===== src/rtl/dco_pkg.sv =====
// Shared types and helpers for the ring-DCO front-end.
package dco_pkg;

  typedef enum logic [1:0] {
    ST_OFF    = 2'd0,
    ST_START  = 2'd1,
    ST_SETTLE = 2'd2,
    ST_RUN    = 2'd3
  } dco_state_e;

  // Widest stage-control bus the thermometer helper can produce.
  localparam int unsigned THERM_MAX_W = 256;

  // Binary count -> thermometer fill: bit i set iff i < cnt.
  function automatic logic [THERM_MAX_W-1:0] therm_encode(input int unsigned cnt);
    logic [THERM_MAX_W-1:0] t;
    t = '0;
    for (int unsigned i = 0; i < THERM_MAX_W; i++) t[i] = (i < cnt);
    return t;
  endfunction

  // Clamp v to at most hi.
  function automatic int unsigned sat_clamp(input int unsigned v, input int unsigned hi);
    return (v > hi) ? hi : v;
  endfunction

  // Elaboration-time sanity of the parameter set.
  function automatic bit params_ok(input int n_ph, input int ctrl_w,
                                   input int code_w, input int settle);
    return (n_ph >= 3) && (n_ph % 2 == 1) &&
           (ctrl_w >= 1) && (ctrl_w <= int'(THERM_MAX_W)) &&
           (code_w >= 1) && (code_w < 31) &&
           ((1 << code_w) > ctrl_w) && ((1 << code_w) >= 2 * n_ph) &&
           (settle >= 1);
  endfunction

endpackage


===== src/rtl/dco_phase_decode.sv =====
// Synchronises the ring taps and decodes them into a phase index.
module dco_phase_decode
  import dco_pkg::*;
#(
  parameter int N_PH  = 3,
  parameter int IDX_W = 7
) (
  input  logic             gclk,
  input  logic             grst_n,
  input  logic             en_i,      // snapshot is qualified: update err/err_cnt
  input  logic             clr_i,     // clear the error counter
  input  logic [N_PH-1:0]  ck_i,
  output logic [N_PH-1:0]  ph_o,
  output logic [IDX_W-1:0] idx_o,
  output logic             err_o,
  output logic [7:0]       err_cnt_o
);

  logic [N_PH-1:0]  sync1_q, sync2_q, ph_q;
  logic [IDX_W-1:0] idx_q, hit;
  logic             err_q, legal;
  logic [7:0]       cnt_q;
  int unsigned      n_eq;

  // Two-flop synchroniser for the asynchronous ring taps.
  always_ff @(posedge gclk or negedge grst_n) begin
    if (!grst_n) begin
      sync1_q <= '0;
      sync2_q <= '0;
    end else begin
      sync1_q <= ck_i;
      sync2_q <= sync1_q;
    end
  end

  // Legal iff exactly one cyclic neighbour pair is equal; that pair names the phase.
  always_comb begin
    n_eq = 0;
    hit  = '0;
    for (int unsigned i = 0; i < N_PH; i++) begin
      if (sync2_q[i] == sync2_q[(i + 1) % N_PH]) begin
        n_eq = n_eq + 1;
        hit  = IDX_W'(sync2_q[i] ? i + N_PH : i);
      end
    end
    legal = (n_eq == 1);
  end

  // Decode register: snapshot, index (held on illegal), error flag and saturating count.
  always_ff @(posedge gclk or negedge grst_n) begin
    if (!grst_n) begin
      ph_q  <= '0;
      idx_q <= '0;
      err_q <= 1'b0;
      cnt_q <= '0;
    end else begin
      ph_q <= sync2_q;
      if (legal) idx_q <= hit;
      if (en_i) err_q <= ~legal;
      if (clr_i)                              cnt_q <= '0;
      else if (en_i && !legal && cnt_q != 8'hFF) cnt_q <= cnt_q + 8'd1;
    end
  end

  assign ph_o      = ph_q;
  assign idx_o     = idx_q;
  assign err_o     = err_q;
  assign err_cnt_o = cnt_q;

endmodule


===== src/rtl/dco_ctrl_sampler.sv =====
// Ring-DCO front-end: enable sequencing, slew-limited thermometer control,
// code handshake, and the synchronised phase decode path.
module dco_ctrl_sampler
  import dco_pkg::*;
#(
  parameter int N_PH       = 3,
  parameter int CTRL_W     = 64,
  parameter int CODE_W     = 7,
  parameter int START_CODE = 32,
  parameter int STEP_MAX   = 4,
  parameter int SETTLE_CYC = 16
) (
  input  logic              refclk,
  input  logic              reset,
  input  logic              enable_in,
  input  logic [CODE_W-1:0] code_in,
  input  logic              code_valid,
  output logic              code_ready,
  input  logic [N_PH-1:0]   ck_in,
  output logic              enable,
  output logic [CTRL_W-1:0] ctrl,
  output logic [N_PH-1:0]   ph,
  output logic [CODE_W-1:0] ph_idx,
  output logic              ph_valid,
  output logic              ph_err,
  output logic [7:0]        err_cnt,
  output logic [1:0]        state
);

  if (!params_ok(N_PH, CTRL_W, CODE_W, SETTLE_CYC)) begin : g_bad_params
    $error("dco_ctrl_sampler: illegal parameter set");
  end

  localparam int SET_W = $clog2(SETTLE_CYC + 1);
  localparam logic [CODE_W-1:0] LOAD_CODE = CODE_W'(sat_clamp(START_CODE, CTRL_W));
  localparam logic [CODE_W-1:0] STEP      = CODE_W'(STEP_MAX);

  dco_state_e        state_q, state_d;
  logic [CODE_W-1:0] app_q, app_d, tgt_q, tgt_d, slew;
  logic [SET_W-1:0]  settle_q, settle_d;
  logic [1:0]        age_q, age_d;     // RUN cycles seen, saturating at 2
  logic              enable_q, enable_d;
  logic              ready_q, ready_d;
  logic              pv_q, pv_d;
  logic [CTRL_W-1:0] ctrl_q, ctrl_d;
  logic              err_clr;

  // State register.
  always_ff @(posedge refclk or negedge reset) begin
    if (!reset) state_q <= ST_OFF;
    else        state_q <= state_d;
  end

  // Next state: dropping enable_in wins over everything else.
  always_comb begin
    state_d = state_q;
    if (!enable_in) state_d = ST_OFF;
    else begin
      case (state_q)
        ST_OFF:    state_d = ST_START;
        ST_START:  state_d = ST_SETTLE;
        ST_SETTLE: if (settle_q == SET_W'(SETTLE_CYC - 1)) state_d = ST_RUN;
        default:   state_d = ST_RUN;
      endcase
    end
  end

  // One slew step of the applied code toward the current target.
  always_comb begin
    slew = app_q;
    if (tgt_q > app_q)      slew = (tgt_q - app_q > STEP) ? app_q + STEP : tgt_q;
    else if (app_q > tgt_q) slew = (app_q - tgt_q > STEP) ? app_q - STEP : tgt_q;
  end

  // Next values of the registered outputs and datapath.
  always_comb begin
    app_d    = app_q;
    tgt_d    = tgt_q;
    settle_d = settle_q;
    age_d    = age_q;
    if (!enable_in) begin
      app_d = '0;
      tgt_d = '0;
    end else begin
      case (state_q)
        ST_OFF: begin
          app_d = LOAD_CODE;
          tgt_d = LOAD_CODE;
        end
        ST_START:  settle_d = '0;
        ST_SETTLE: begin
          settle_d = settle_q + SET_W'(1);
          age_d    = 2'd0;
        end
        default: begin
          app_d = slew;
          // ready_q already implies RUN with applied == target
          if (code_valid && ready_q) tgt_d = CODE_W'(sat_clamp(32'(code_in), CTRL_W));
          if (age_q != 2'd2) age_d = age_q + 2'd1;
        end
      endcase
    end
    enable_d = (state_d != ST_OFF);
    ready_d  = (state_d == ST_RUN) && (app_d == tgt_d);
    pv_d     = (state_d == ST_RUN) && (state_q == ST_RUN) && (age_q == 2'd2);
    ctrl_d   = CTRL_W'(therm_encode(32'(app_d)));
    err_clr  = (state_q == ST_OFF) && (state_d == ST_START);
  end

  // Datapath and output registers.
  always_ff @(posedge refclk or negedge reset) begin
    if (!reset) begin
      app_q    <= '0;
      tgt_q    <= '0;
      settle_q <= '0;
      age_q    <= '0;
      enable_q <= 1'b0;
      ready_q  <= 1'b0;
      pv_q     <= 1'b0;
      ctrl_q   <= '0;
    end else begin
      app_q    <= app_d;
      tgt_q    <= tgt_d;
      settle_q <= settle_d;
      age_q    <= age_d;
      enable_q <= enable_d;
      ready_q  <= ready_d;
      pv_q     <= pv_d;
      ctrl_q   <= ctrl_d;
    end
  end

  dco_phase_decode #(
    .N_PH  (N_PH),
    .IDX_W (CODE_W)
  ) u_phase (
    .gclk      (refclk),
    .grst_n    (reset),
    .en_i      (pv_d),
    .clr_i     (err_clr),
    .ck_i      (ck_in),
    .ph_o      (ph),
    .idx_o     (ph_idx),
    .err_o     (ph_err),
    .err_cnt_o (err_cnt)
  );

  assign state      = state_q;
  assign enable     = enable_q;
  assign ctrl       = ctrl_q;
  assign code_ready = ready_q;
  assign ph_valid   = pv_q;

endmodule


===== config.mk =====
export PLATFORM = sky130hd
export DESIGN_NAME = dco_ctrl_sampler
export DESIGN_NICKNAME = d
export VERILOG_FILES = /design/src/rtl/dco_pkg.sv /design/src/rtl/dco_phase_decode.sv /design/src/rtl/dco_ctrl_sampler.sv
export SDC_FILE = /design/constraint.sdc
export NUM_CORES = 1
export LEC_CHECK = 0
export BUFFER_PORTS_ARGS = -buffer_cell sky130_fd_sc_hd__buf_2
export CORE_MARGIN = 1
export CORE_UTILIZATION = 61
export DETAILED_ROUTE_END_ITERATION = 10
export GPL_TIMING_DRIVEN = 0
export PLACE_DENSITY = 0.86
export SETUP_SLACK_MARGIN = 0.3
export SYNTH_ARGS = -nofsm -noshare
export SYNTH_HDL_FRONTEND = slang
export SYNTH_SLANG_ARGS = --single-unit

===== constraint.sdc =====
create_clock -name refclk -period 6.8 [get_ports refclk]
set_input_delay 0.34 -clock refclk [delete_from_list [all_inputs] [get_ports refclk]]
set_output_delay 0.34 -clock refclk [all_outputs]
set_load 0.01 [all_outputs]

**After elaboration in Yosys (flattened, before gate mapping)**

Cells that the tools add are included.

- Flip-flop bits (word level): 115
- Word-level logic and storage cells: 153
- Output and inout port bits: 88

- Equality and inequality tests: 14
- Bitwise operators: 2
- Order comparisons: 69
- Add/subtract/negate cells: 9
- Multiplexer cells: 27
- Reduce and logical (&&, ||, !) cells: 17

Operators by type and width:

| cell | count |
|---|---|
| $lt 6x7->1 const A | 32 |
| $lt 5x7->1 const A | 16 |
| $mux 7 | 11 |
| $mux 32 | 2 |
| $lt 4x7->1 const A | 8 |
| $add 32x1->32 const B | 1 |
| $eq 32x1->1 const B | 1 |
| $lt 3x7->1 const A | 4 |
| $pmux 7 s2 | 2 |
| $mux 8 | 2 |
| $gt 7x3->1 const B | 2 |
| $gt 7x7->1 | 2 |
| $lt 1x7->1 const A | 2 |
| $lt 2x7->1 const A | 2 |
| $sub 7x7->7 | 2 |
| $pmux 5 s2 | 1 |
| $add 8x1->8 const B | 1 |
| $eq 2x2->1 const B | 4 |
| $mux 2 | 4 |
| $ne 8x8->1 const B | 1 |
| $reduce_bool 2->1 | 4 |
| $add 7x3->7 const B | 1 |
| $eq 7x7->1 | 1 |
| $gt 7x7->1 const B | 1 |
| other kinds (19) | 31 |

**Logic depth before layout (Yosys ltp)**

Gate-level depths: netlist of the first run.

- Word-level depth: 12
- Mapped depth: 16
- Mapped depth without buffers: 14

**Cells and area by module**

A second synthesis of the first run with hierarchy kept.

- Cells, all modules: 581
- Area total of the unflattened synthesis: 5982.0 um2

Modules (own cells, without submodules):

| module | seq. area each (um2) | cells each | times used | area each (um2) |
|---|---|---|---|---|
| dco_ctrl_sampler | 2227.1 | 490 | 1 | 4979.8 |
| dco_phase_decode | 525.5 | 91 | 1 | 1002.2 |

**Worst setup path before layout of the first run**

No wires, ideal clock.

- Kind: flip-flop to flip-flop
- From: register tgt_q[0]
- To: register ctrl_q[36] (netlist: ctrl[36])
- Data required time: 6.666 ns
- Path slack: 3.420 ns
- Path buffers: 0
- Stages on the path, launching flop included: 15
- Data arrival time: 3.246 ns
- Cell sequence: dfrtp_1 > inv_1 > ha_1 > inv_1 > fa_1 > a211oi_2 > mux2i_1 > nand3_1 > a211oi_2 > mux2i_1 > nor2_1 > a311oi_2 > inv_2 > nor4_4 > a21oi_1

- Longest elaborated chain between the ends: 8
- Elaborated cells between the ends (all ways): 13

RTL lines:

| what | line | RTL |
|---|---|---|
| start: declaration | dco_ctrl_sampler.sv:39 | `logic [CODE_W-1:0] app_q, app_d, tgt_q, tgt_d, slew;` |
| start signal: assignment | dco_ctrl_sampler.sv:123 | `tgt_q <= tgt_d;` |
| $sub 7x7->7 | dco_ctrl_sampler.sv:72 | `else if (app_q > tgt_q) slew = (app_q - tgt_q > STEP) ? app_q - STEP : tgt_q;` |
| $gt 7x3->1 | dco_ctrl_sampler.sv:72 |  |
| $mux 7 (2 in series) | dco_ctrl_sampler.sv:72 |  |
| $mux 7 * | dco_ctrl_sampler.sv:71 | `if (tgt_q > app_q) slew = (tgt_q - app_q > STEP) ? app_q + STEP : tgt_q;` |
| $pmux 7 s2 * | dco_ctrl_sampler.sv:85 | `case (state_q)` |
| $mux 7 * | dco_ctrl_sampler.sv:81 | `if (!enable_in) begin` |
| named net app_d[3] | dco_ctrl_sampler.sv:39 |  |
| $lt 6x7->1 * | dco_pkg.sv:18 | `for (int unsigned i = 0; i < THERM_MAX_W; i++) t[i] = (i < cnt);` |
| named net ctrl_d[36] | dco_ctrl_sampler.sv:45 | `logic [CTRL_W-1:0] ctrl_q, ctrl_d;` |
| end signal: assignment | dco_ctrl_sampler.sv:129 | `ctrl_q <= ctrl_d;` |
| end: declaration | dco_ctrl_sampler.sv:45 |  |

Mark *: on every way through the listed nets, which the timed path passes. The rest lies on a longest branch.
A chain may end at the register's enable or synchronous reset.

**Worst setup path after layout of the first run**

- From: register app_q[4]
- To: register ctrl_q[34] (netlist: ctrl[34])

- Longest elaborated chain between the ends: 8
- Elaborated cells between the ends (all ways): 15

RTL lines:

| what | line | RTL |
|---|---|---|
| start: declaration | dco_ctrl_sampler.sv:39 |  |
| start signal: assignment | dco_ctrl_sampler.sv:122 | `app_q <= app_d;` |
| $sub 7x7->7 | dco_ctrl_sampler.sv:72 |  |
| $gt 7x3->1 | dco_ctrl_sampler.sv:72 |  |
| $mux 7 (2 in series) | dco_ctrl_sampler.sv:72 |  |
| $mux 7 * | dco_ctrl_sampler.sv:71 |  |
| $pmux 7 s2 * | dco_ctrl_sampler.sv:85 |  |
| $mux 7 * | dco_ctrl_sampler.sv:81 |  |
| named net app_d[3] | dco_ctrl_sampler.sv:39 |  |
| $lt 6x7->1 * | dco_pkg.sv:18 |  |
| named net ctrl_d[34] | dco_ctrl_sampler.sv:45 |  |

Marks and branches as above.

==> results of run 1 <==
-- final cells by class --
class / instances / area [um2]
Buffer: 28 / 166
Timing Repair Buffer: 98 / 515
Clock buffer: 10 / 128
Clock inverter: 6 / 68.8
Tap cell: 108 / 135
Fill cell: 621 / 2320
Multi-Input combinational cell: 394 / 2660
Inverter: 38 / 143
Sequential cell: 110 / 2750
-- metrics by stage --
stage | area (um2) | util [%] | hold WS [ns] | std cells | worst slack (ns)
3_5_place_dp | 6370 | 71.7 | 0.336 | 776 | 2.64
5_1_grt | 6570 | 73.9 | 0.0593 | 792 | 2.20
6_report | 6570 | 73.9 | 0.0262 | 792 | 2.54
4_1_cts | 6570 | 73.9 | 0.0604 | 792 | 2.58
2_1_floorplan | 5720 | - | 0.0444 | 570 | 3.42
3_3_place_gp | 6340 | 71.4 | 0.334 | 775 | 2.67
-- worst max-delay path, cell delays in order (launching register included) --
cell      delay (ns)
dfrtp_1         0.39
clkbuf_1        0.28
inv_1           0.16
ha_1            0.34
buf_2           0.19
xnor2_1         0.16
nand2_1         0.06
mux2_2          0.29
nor4b_4         0.62
a21o_1          0.24
a311oi_1        0.11
a311oi_2        0.54
inv_2           0.22
nor4_4          0.37
a21oi_1         0.13
-- routing by layer --
layer,GRT usage [%],vias to the layer above,share of wire [%]
li1,-,2218,-
met5,0,-,0
met1,41.4,2368,41
met4,12.6,0,2.7
met2,54.5,223,50
met3,6.38,38,6.8
-- synth_stat cells, types with 4 or more instances --
library cell | count | area share (%)
xnor2_1 | 9 | 1.4
nand3_1 | 19 | 1.7
nor2b_1 | 11 | 1.2
o21a_1 | 4 | 0.53
buf_2 | 4 | 0.35
and3_1 | 5 | 0.55
and2_1 | 9 | 0.99
a211oi_1 | 4 | 0.53
xor2_1 | 6 | 0.92
o21ai_1 | 7 | 0.61
a21oi_1 | 37 | 3.2
mux2i_1 | 10 | 1.8
nor3_1 | 5 | 0.44
a21boi_0 | 4 | 0.53
nand4_1 | 8 | 0.88
buf_6 | 4 | 0.79
dfrtp_1 | 110 | 48
ha_1 | 29 | 6.4
a22oi_1 | 6 | 0.79
inv_1 | 35 | 2.3
mux2_2 | 5 | 0.99
o21ai_0 | 49 | 4.3
buf_4 | 7 | 0.92
or3_1 | 5 | 0.55
clkbuf_1 | 10 | 0.66
a21o_1 | 6 | 0.79
nor2_1 | 29 | 1.9
nand2b_1 | 11 | 1.2
nand2_1 | 45 | 3.0
-- final timing paths --
kind	startpoint	end	slack, ns	depth (start not counted)
min in group refclk	ck_in[1]	u_phase.sync1_q[1]	0.06	1
hold / removal	reset	ctrl[17]	0.03	1
hold reg to reg	u_phase.sync1_q[1]	u_phase.sync2_q[1]	0.36	0
setup reg to reg	app_q[4]	ctrl[34]	2.54	14
max in group asynchronous	reset	ctrl[27]	6.04	2
setup / recovery	app_q[4]	ctrl[34]	2.54	14
-- power by group through the flow --
stage                     logic [W]  registers, W  clock network [W]
final                      0.000951      0.000856           0.000388
after global routing        0.00103      0.000868           0.000413
after CTS                  0.000936      0.000855           0.000389
after detailed placement   0.000926      0.000865                  0
after global placement     0.000896      0.000860                  0
after floorplan            0.000546      0.000925                  0
-- logic make-up after synthesis --
| kind of cell | share of synthesized area, % |
|---|---|
| AO/OA/AOI/OAI | 18.7 |
| flip-flops | 48.2 |
| other | 0.0656 |
| adder cells (fa/ha/maj) | 6.88 |
| AND/OR/NAND/NOR | 15.7 |
| XOR/XNOR | 2.30 |
| multiplexers | 2.74 |
| buffers and inverters | 5.41 |
-- registers in the layout, summed over array words and instances (netlist names) --
name,cells
u_phase.sync2_q,3
ctrl,63
settle_q,5
u_phase.sync1_q,3
enable,1
u_phase.ph_o,3
app_q,7
tgt_q,7
code_ready,1
ph_valid,1
u_phase.err_o,1
u_phase.idx_o,3
u_phase.err_cnt_o,8
age_q,2
state,2
==> impl_metrics.yaml, run 1 <==
critical_path:
  worstPathRequired_ns: 7.03
  critical_path_class: "flop to flop"
  arrival_ns: 4.49
  critPathCaptureType: "flop"
  worstPathMaxFanout: 10
  start_kind: "flop"
pwr:
  total_power_w: 0.00219
  p_per_area_mw_per_mm2: 334
  p_leak_nw: 3.23
  clockPowerShare_pct: 17.7
  irDropWorstVdd_mv: 0.274
  p_comb_share_pct: 43.3
  internal-power_w: 0.00130
  power_switching_w: 0.000898
  switching_share_pct: 40.9
  power.share.sequential_pct: 39.0
logic_synthesis:
  yosysSeqAreaShare_pct: 48.2
  synth_edf_count: 0
  postSynthCellCount: 567
  ys_types: 79
  syn_avg_cell_area_um2: 10.1
  ys_ff_latch: 110
  yosysWarnings: 0
  syn_area_mm2: 0.00571
  synth_flop_cell: "dfrtp_1"
  async_reset_ff_share_pct: 100
detailed_routing:
  drc: 0
  wirelength_mm: 15.1
  drtAntennaViolNets: 0
  drtIter0Drc: 246
  wl_per_cell_um: 19.1
  drt_pass1_iterations: 5
  viasPerCell: 6.12
  vias: 4847
sta:
  final.period_utilization_pct: 62.7
  setup_viol: 0
  hold_viol: 0
  max_slew.worst_pin.slew_ns: 0.921
  rsz0062_at_grt: "no"
  max_slew_margin_pct: 38.1
  layout_min_cycle_time_ns: 4.26
  fin_skew_ns: 0.0233
  slew_violations: 0
  fmax_mhz: 235
  tns_ns: 0
flow_run:
  maxCapViolCount: 0
global_routing:
  track_usage_pct: 32.3
  grt_pass1_vias: 4872
  grt_overflow: 0
  grt_pass1_wl_mm: 24.3
  grt_max_degree: 63
  antenna_found_initial: 0
clock_network:
  post-cts-setup-buffers: 0
  cts-resized-gates: 0
  cts_buffers: 9
  cts_tree: "built"
  clk_latency_ns: 0.38
  cts_max_path_buffers: 2
  root_buffer: "clkbuf_8"
  path_clk_slew_ns: 0.12
  cts_hold_buffers: 0
  h-tree-depth: 3
  clock-sinks: 110
layout:
  final_common_cell: "dfrtp_1"
  drive_gt1_share_pct: 23.1
  syn_to_final_growth_pct: 15.0
  fin_nets: 723
  antenna_cells: 0
  layout_common_cells: "110 x dfrtp_1, 100 x buf_2, 49 x o21ai_0, 45 x nand2_1, 37 x a21oi_1"
floorplanning:
  fp.dieH_um: 98.8
  dieArea_mm2: 0.00976
  start_util_pct: 64.3
  core_mm2: 0.00889
  io_pins: 102
  fp.dieW_um: 98.8
  num_rows: 34
placed_design:
  port_buffers: 97
  place.gp.congestion: 0.969
  dp_hpwl_mm: 11.1
outcome:
  status: "finished clean"
min_path:
  hold_path_class: "primary input to asynchronous set/reset pin"
Power figures use the tool's default switching activity.
==> run 2, diff against run 1 <==
ABC_AREA = 1   (was not set)
CORE_UTILIZATION = 56   (was 61)
PLACE_DENSITY = 0.8   (was 0.86)
clock period = 3.96 ns   (was 6.8 ns; I/O delays follow)
==> impl_metrics.yaml, run 2 <==
outcome:
  status: "finished clean"
clock_network:
  post-cts-setup-buffers: 0
  clock-sinks: 110
  h-tree-depth: 3
  cts_hold_buffers: 4
  cts_buffers: 9
  path_clk_slew_ns: 0.11
  root_buffer: "clkbuf_8"
  cts-resized-gates: 0
  clk_latency_ns: 0.38
  cts_tree: "built"
  cts_max_path_buffers: 2
floorplanning:
  dieArea_mm2: 0.0107
  io_pins: 102
  core_mm2: 0.00991
  fp.dieW_um: 104
  start_util_pct: 58.4
  num_rows: 36
  fp.dieH_um: 104
placed_design:
  place_ws_ns: 0.719
  placedCellCount: 884
  place.gp.congestion: 0.938
  dp_hpwl_mm: 10.8
  port_buffers: 96
flow_run:
  maxCapViolCount: 0
pwr:
  power.share.sequential_pct: 38.8
  internal-power_w: 0.00215
  p_leak_nw: 3.63
  p_per_area_mw_per_mm2: 542
  irDropWorstVdd_mv: 0.500
  power_switching_w: 0.00149
  switching_share_pct: 41.0
  p_comb_share_pct: 42.1
  total_power_w: 0.00364
  clockPowerShare_pct: 19.2
critical_path:
  critPathCaptureType: "flop"
  r2r_slack_ns: 0.71
  start_kind: "flop"
  worstPathRequired_ns: 4.21
  cpPeakStageDelay_ns: 0.48
  crit_path_frequent_cell: "nand2_2"
  critical_path_class: "flop to flop"
  arrival_ns: 3.50
  crit_chain: "inv_1 -> ha_1 -> nand2_2 -> nor2_4 -> nand4_1 -> nand2_1 -> inv_2 -> nand3_1 -> nand2_1 -> inv_1 -> nand2_2 -> nand2_2 -> buf_6 -> inv_2 -> o21ai_2 -> o21ai_0"
  slowest_stage: "dfrtp_1"
  worstPathMaxFanout: 10
sta:
  fmax_mhz: 308
  max_slew.worst_pin.slew_ns: 0.648
  final.period_utilization_pct: 82.1
  slew_violations: 0
  layout_min_cycle_time_ns: 3.25
  fin_skew_ns: 0.0101
  hold_viol: 0
  max_slew_margin_pct: 56.8
  fin_ws_ns: 0.710
  tns_ns: 0
  setup_viol: 0
  rsz0062_at_grt: "no"
detailed_routing:
  drc: 0
  drt_pass1_iterations: 7
  vias: 4853
  wirelength_mm: 14.4
  drtAntennaViolNets: 0
  viasPerCell: 5.37
  wl_per_cell_um: 15.9
  drtIter0Drc: 355
logic_synthesis:
  ys_top_cells_by_area: "dfrtp_1 48%, nand2_1 8.3%, ha_1 6.3%, inv_1 5.1%, a21oi_1 3.5%"
  yosys-top-cells-count: "128 x nand2_1, 110 x dfrtp_1, 79 x inv_1"
  synth_edf_count: 0
  synth_area_leader_cell: "dfrtp_1"
  async_reset_ff_share_pct: 100
  synth.most_common_cell: "nand2_1"
  syn_area_mm2: 0.00578
  postSynthCellCount: 651
  yosysSeqAreaShare_pct: 47.6
  yosysWarnings: 0
  ys_types: 47
  synth_top_area_share_pct: 47.6
  ys_ff_latch: 110
  syn_avg_cell_area_um2: 8.89
  synth_flop_cell: "dfrtp_1"
global_routing:
  grt_pass1_vias: 4959
  grt_overflow: 0
  grt_pass1_wl_mm: 23.9
  grt_max_degree: 63
  track_usage_pct: 28.0
  antenna_found_initial: 0
layout:
  fill_cells: 838
  layout_common_cells: "128 x nand2_1, 110 x dfrtp_1, 97 x buf_2, 79 x inv_1"
  register_area_mm2: 0.00275
  largest_reg_flops: 63
  drive_gt1_share_pct: 24.7
  final_common_cell: "nand2_1"
  fin_nets: 810
  final_cell_count_no_fill: 903
  antenna_cells: 0
  postLayoutCoreUtil_pct: 67.8
  syn_to_final_growth_pct: 16.1
  multiInputGateArea_mm2: 0.00255
min_path:
  hold_path_class: "primary input to flop"
run 2: changes by cell type after synthesis, moves of 12 or more:
cell	change
o21ai_1	+12
o21ai_0	-12
nand2_2	+19
nand3_1	+22
nand2_1	+83
inv_1	+44
run 2: path summary, 6_finish.rpt:
check / startpoint / endpoint / cells past startpoint
worst max-delay path: app_q[4] / ctrl[26] / 16
worst min-delay path: enable_in / enable / 2
worst max register to register: app_q[4] / ctrl[26] / 16
worst min register to register: u_phase.sync1_q[1] / u_phase.sync2_q[1] / 0
max in group asynchronous: reset / ctrl[32] / 3
min in group asynchronous: reset / u_phase.err_cnt_o[4] / 2
run 2: power by group through the flow:
| stage | clock network [W] | registers (W) | logic (W) |
|---|---|---|---|
| 2_1_floorplan | 0 | 0.00151 | 0.000966 |
| 3_3_place_gp | 0 | 0.00143 | 0.00147 |
| 3_5_place_dp | 0 | 0.00143 | 0.00151 |
| 4_1_cts | 0.000706 | 0.00141 | 0.00152 |
| 5_1_grt | 0.000745 | 0.00143 | 0.00170 |
| 6_report | 0.000697 | 0.00141 | 0.00153 |
run 2: layout make-up:
class | instances | share of cell area, %
plain buffers | 15 | 1.96
clock buffers | 9 | 1.84
clock inverters | 6 | 1.16
inverters | 93 | 5.33
multi-input cells | 436 | 38.0
flip-flops and latches | 110 | 41.0
well taps | 133 | 2.48
repair buffers | 101 | 8.20
run 2: stage by stage:
step | hold slack (ns) | area [um2]
finish | 0.135 | 6710
CTS | 0.124 | 6710
floorplan | -0.0976 | 5800
global placement | 0.307 | 6440
global route | 0.134 | 6710
detailed placement | 0.263 | 6470
run 2: kinds of logic after synthesis:
kind of cell	share of synthesized area, %
flops	47.6
xor+xnor	1.21
compound gates	11.6
other cells	0.0648
buf+inv	8.46
fa+ha+maj	6.62
mux	0.195
simple gates	24.2
run 2: critical path: cells and delay by family, from the launching register on:
kind | cells | cell delay [ns]
compound gates | 2 | 0.52
fa+ha+maj | 1 | 0.48
buf+inv | 5 | 0.59
flops | 1 | 0.48
simple gates | 8 | 1.05
run 2: metal layers:
layer / global-route usage [%] / routed length [um] / share of wire (%)
met5: 0 / 0 / 0
met4: 10.7 / 300 / 2.1
met3: 7.11 / 1020 / 7.1
met2: 46.8 / 7010 / 49
met1: 34.8 / 6070 / 42
==> run 3, diff against run 2 <==
clock period = 3 ns   (was 3.96 ns; I/O delays follow)
==> impl_metrics.yaml, run 3 (synthesized netlist as in run 2, its figures left out) <==
outcome:
  status: "finished clean"
detailed_routing:
  drtAntennaViolNets: 0
  drc: 0
  vias: 5484
  wl_per_cell_um: 18.7
  drt_pass1_iterations: 6
  drtIter0Drc: 420
  wirelength_mm: 18.3
  viasPerCell: 5.62
global_routing:
  grt_pass1_vias: 5457
  track_usage_pct: 31.3
  grt_max_degree: 63
  antenna_found_initial: 1
  grt_pass1_wl_mm: 26.5
  grt_overflow: 0
pwr:
  clockPowerShare_pct: 16.6
  total_power_w: 0.00561
  switching_share_pct: 41.9
  power.share.sequential_pct: 33.5
  p_comb_share_pct: 49.9
  p_leak_nw: 4.09
  irDropWorstVdd_mv: 0.646
  internal-power_w: 0.00326
  p_per_area_mw_per_mm2: 709
  power_switching_w: 0.00235
layout:
  layout_common_cells: "105 x nand2_1, 101 x dfrtp_1, 98 x buf_2, 58 x inv_1, 56 x buf_4"
  fin_area_mm2: 0.00791
  postLayoutCoreUtil_pct: 79.8
  syn_to_final_growth_pct: 36.8
  largest_reg_flops: 63
  fin_nets: 881
  final_common_cell: "nand2_1"
  final_cell_count_no_fill: 975
  drive_gt1_share_pct: 43.9
clock_network:
  clk_latency_ns: 0.38
  cts_max_path_buffers: 2
  clock-sinks: 110
  root_buffer: "clkbuf_8"
  path_clk_slew_ns: 0.11
  cts_tree: "built"
  h-tree-depth: 3
  cts_buffers: 9
sta:
  fin_hold_ws_ns: 0.0862
  fmax_mhz: 335
  setup_viol: 0
  slew_violations: 0
  final.period_utilization_pct: 99.6
  layout_min_cycle_time_ns: 2.99
  max_slew_margin_pct: 49.5
  hold_viol: 0
  fin_skew_ns: 0.0116
  rsz0062_at_grt: "yes"
  max_slew.worst_pin.slew_ns: 0.749
critical_path:
  critPathCaptureType: "flop"
  worstPathMaxFanout: 5
  cp_top_family: "simple AND/OR/NAND/NOR gates"
  worst-path-buf-inv: 6
  slowest_stage: "dfrtp_2"
  arrival_ns: 3.32
  worstPathRequired_ns: 3.33
  r2r_slack_ns: 0.01
  r2r-start: "app_q[0]"
  timing.rr.end: "ctrl[23]"
  start_kind: "flop"
  reg2reg_depth: 19
  critical_path_class: "flop to flop"
  crit_chain: "ha_4 -> inv_2 -> fa_2 -> inv_2 -> nand2_1 -> nand2_1 -> nand3_2 -> nor2_4 -> buf_6 -> nand3_4 -> o211ai_1 -> nand2_1 -> nand2_2 -> nand2_8 -> nor2_4 -> buf_4 -> buf_6 -> nor2_4 -> inv_2"
  cpPeakStageDelay_ns: 0.46
floorplanning:
  fp.dieH_um: 104
  dieArea_mm2: 0.0107
  fp.dieW_um: 104
  num_rows: 36
  core_mm2: 0.00991
  io_pins: 102
  start_util_pct: 58.4
flow_run:
  maxCapViolCount: 0
placed_design:
  placedCellCount: 884
  placed_area_mm2: 0.00647
  place.gp.congestion: 0.938
  port_buffers: 96
  dp_hpwl_mm: 10.8
min_path:
  hold_path_end: "enable"
  hold_path_class: "primary input to flop"
  holdPathStages: 2
  hp-start: "enable_in"
-- run 3: through the flow --
stage | setup slack (ns) | TNS (ns)
2_1_floorplan | 0.350 | 0
3_3_place_gp | -0.148 | -3.00
3_5_place_dp | -0.241 | -4.28
4_1_cts | 0.171 | 0
5_1_grt | -0.0711 | -0.312
6_report | 0.0115 | 0
-- run 3: layer usage --
| metal | vias up | global-route usage (%) | part of all wire (%) |
|---|---|---|---|
| met4 | 0 | 13.6 | 4.5 |
| met2 | 252 | 53.1 | 50 |
| met3 | 74 | 6.73 | 7.3 |
| met5 | - | 0 | 0 |
| met1 | 2652 | 38.7 | 38 |
| li1 | 2506 | - | - |
-- run 3: worst register-to-register path, delay by kind of cell (launching register included) --
family / cells / cell delay [ns]
AO/OA/AOI/OAI: 1 / 0.18
adder cells (fa/ha/maj): 2 / 0.60
buffers and inverters: 6 / 0.58
flip-flops: 1 / 0.46
AND/OR/NAND/NOR: 10 / 1.09
-- run 3: how the worst max path moves through the flow --
stage          cells after the start  endpoint  startpoint  slack (ns)
6_report                          19  ctrl[23]    app_q[0]        0.01
5_1_grt                           21  ctrl[23]    app_q[2]       -0.07
4_1_cts                           20  ctrl[51]    tgt_q[0]        0.17
3_5_place_dp                      16  ctrl[26]    app_q[4]       -0.24
3_3_place_gp                      16  ctrl[50]    app_q[4]       -0.15
2_1_floorplan                     21  ctrl[51]    tgt_q[0]        0.35
-- run 3: timing repair --
item | CTS | global route
endpoints found under the hold margin | 51 | 0
setup buffers | 40 | 27
pin swaps | 55 | 38
hold buffers | 4 | 0
gates cloned | 3 | 1
gates resized for setup | 117 | 67
endpoints found under the setup margin | 72 | 67
-- run 3: layout make-up --
class,count,area (um2)
flip-flops and latches,110,2760
plain buffers,15,144
well taps,133,166
clock inverters,6,77.6
inverters,93,412
fillers,641,2000
clock buffers,9,124
repair buffers,171,1190
diodes,1,2.50
multi-input cells,437,3030
-- run 3: power by group through the flow --
stage / registers [W] / clock network, W / logic, W
final: 0.00188 / 0.000929 / 0.00280
after global routing: 0.00190 / 0.000991 / 0.00301
after CTS: 0.00186 / 0.000932 / 0.00242
after detailed placement: 0.00189 / 0 / 0.00199
after global placement: 0.00188 / 0 / 0.00194
after floorplan: 0.00200 / 0 / 0.00128
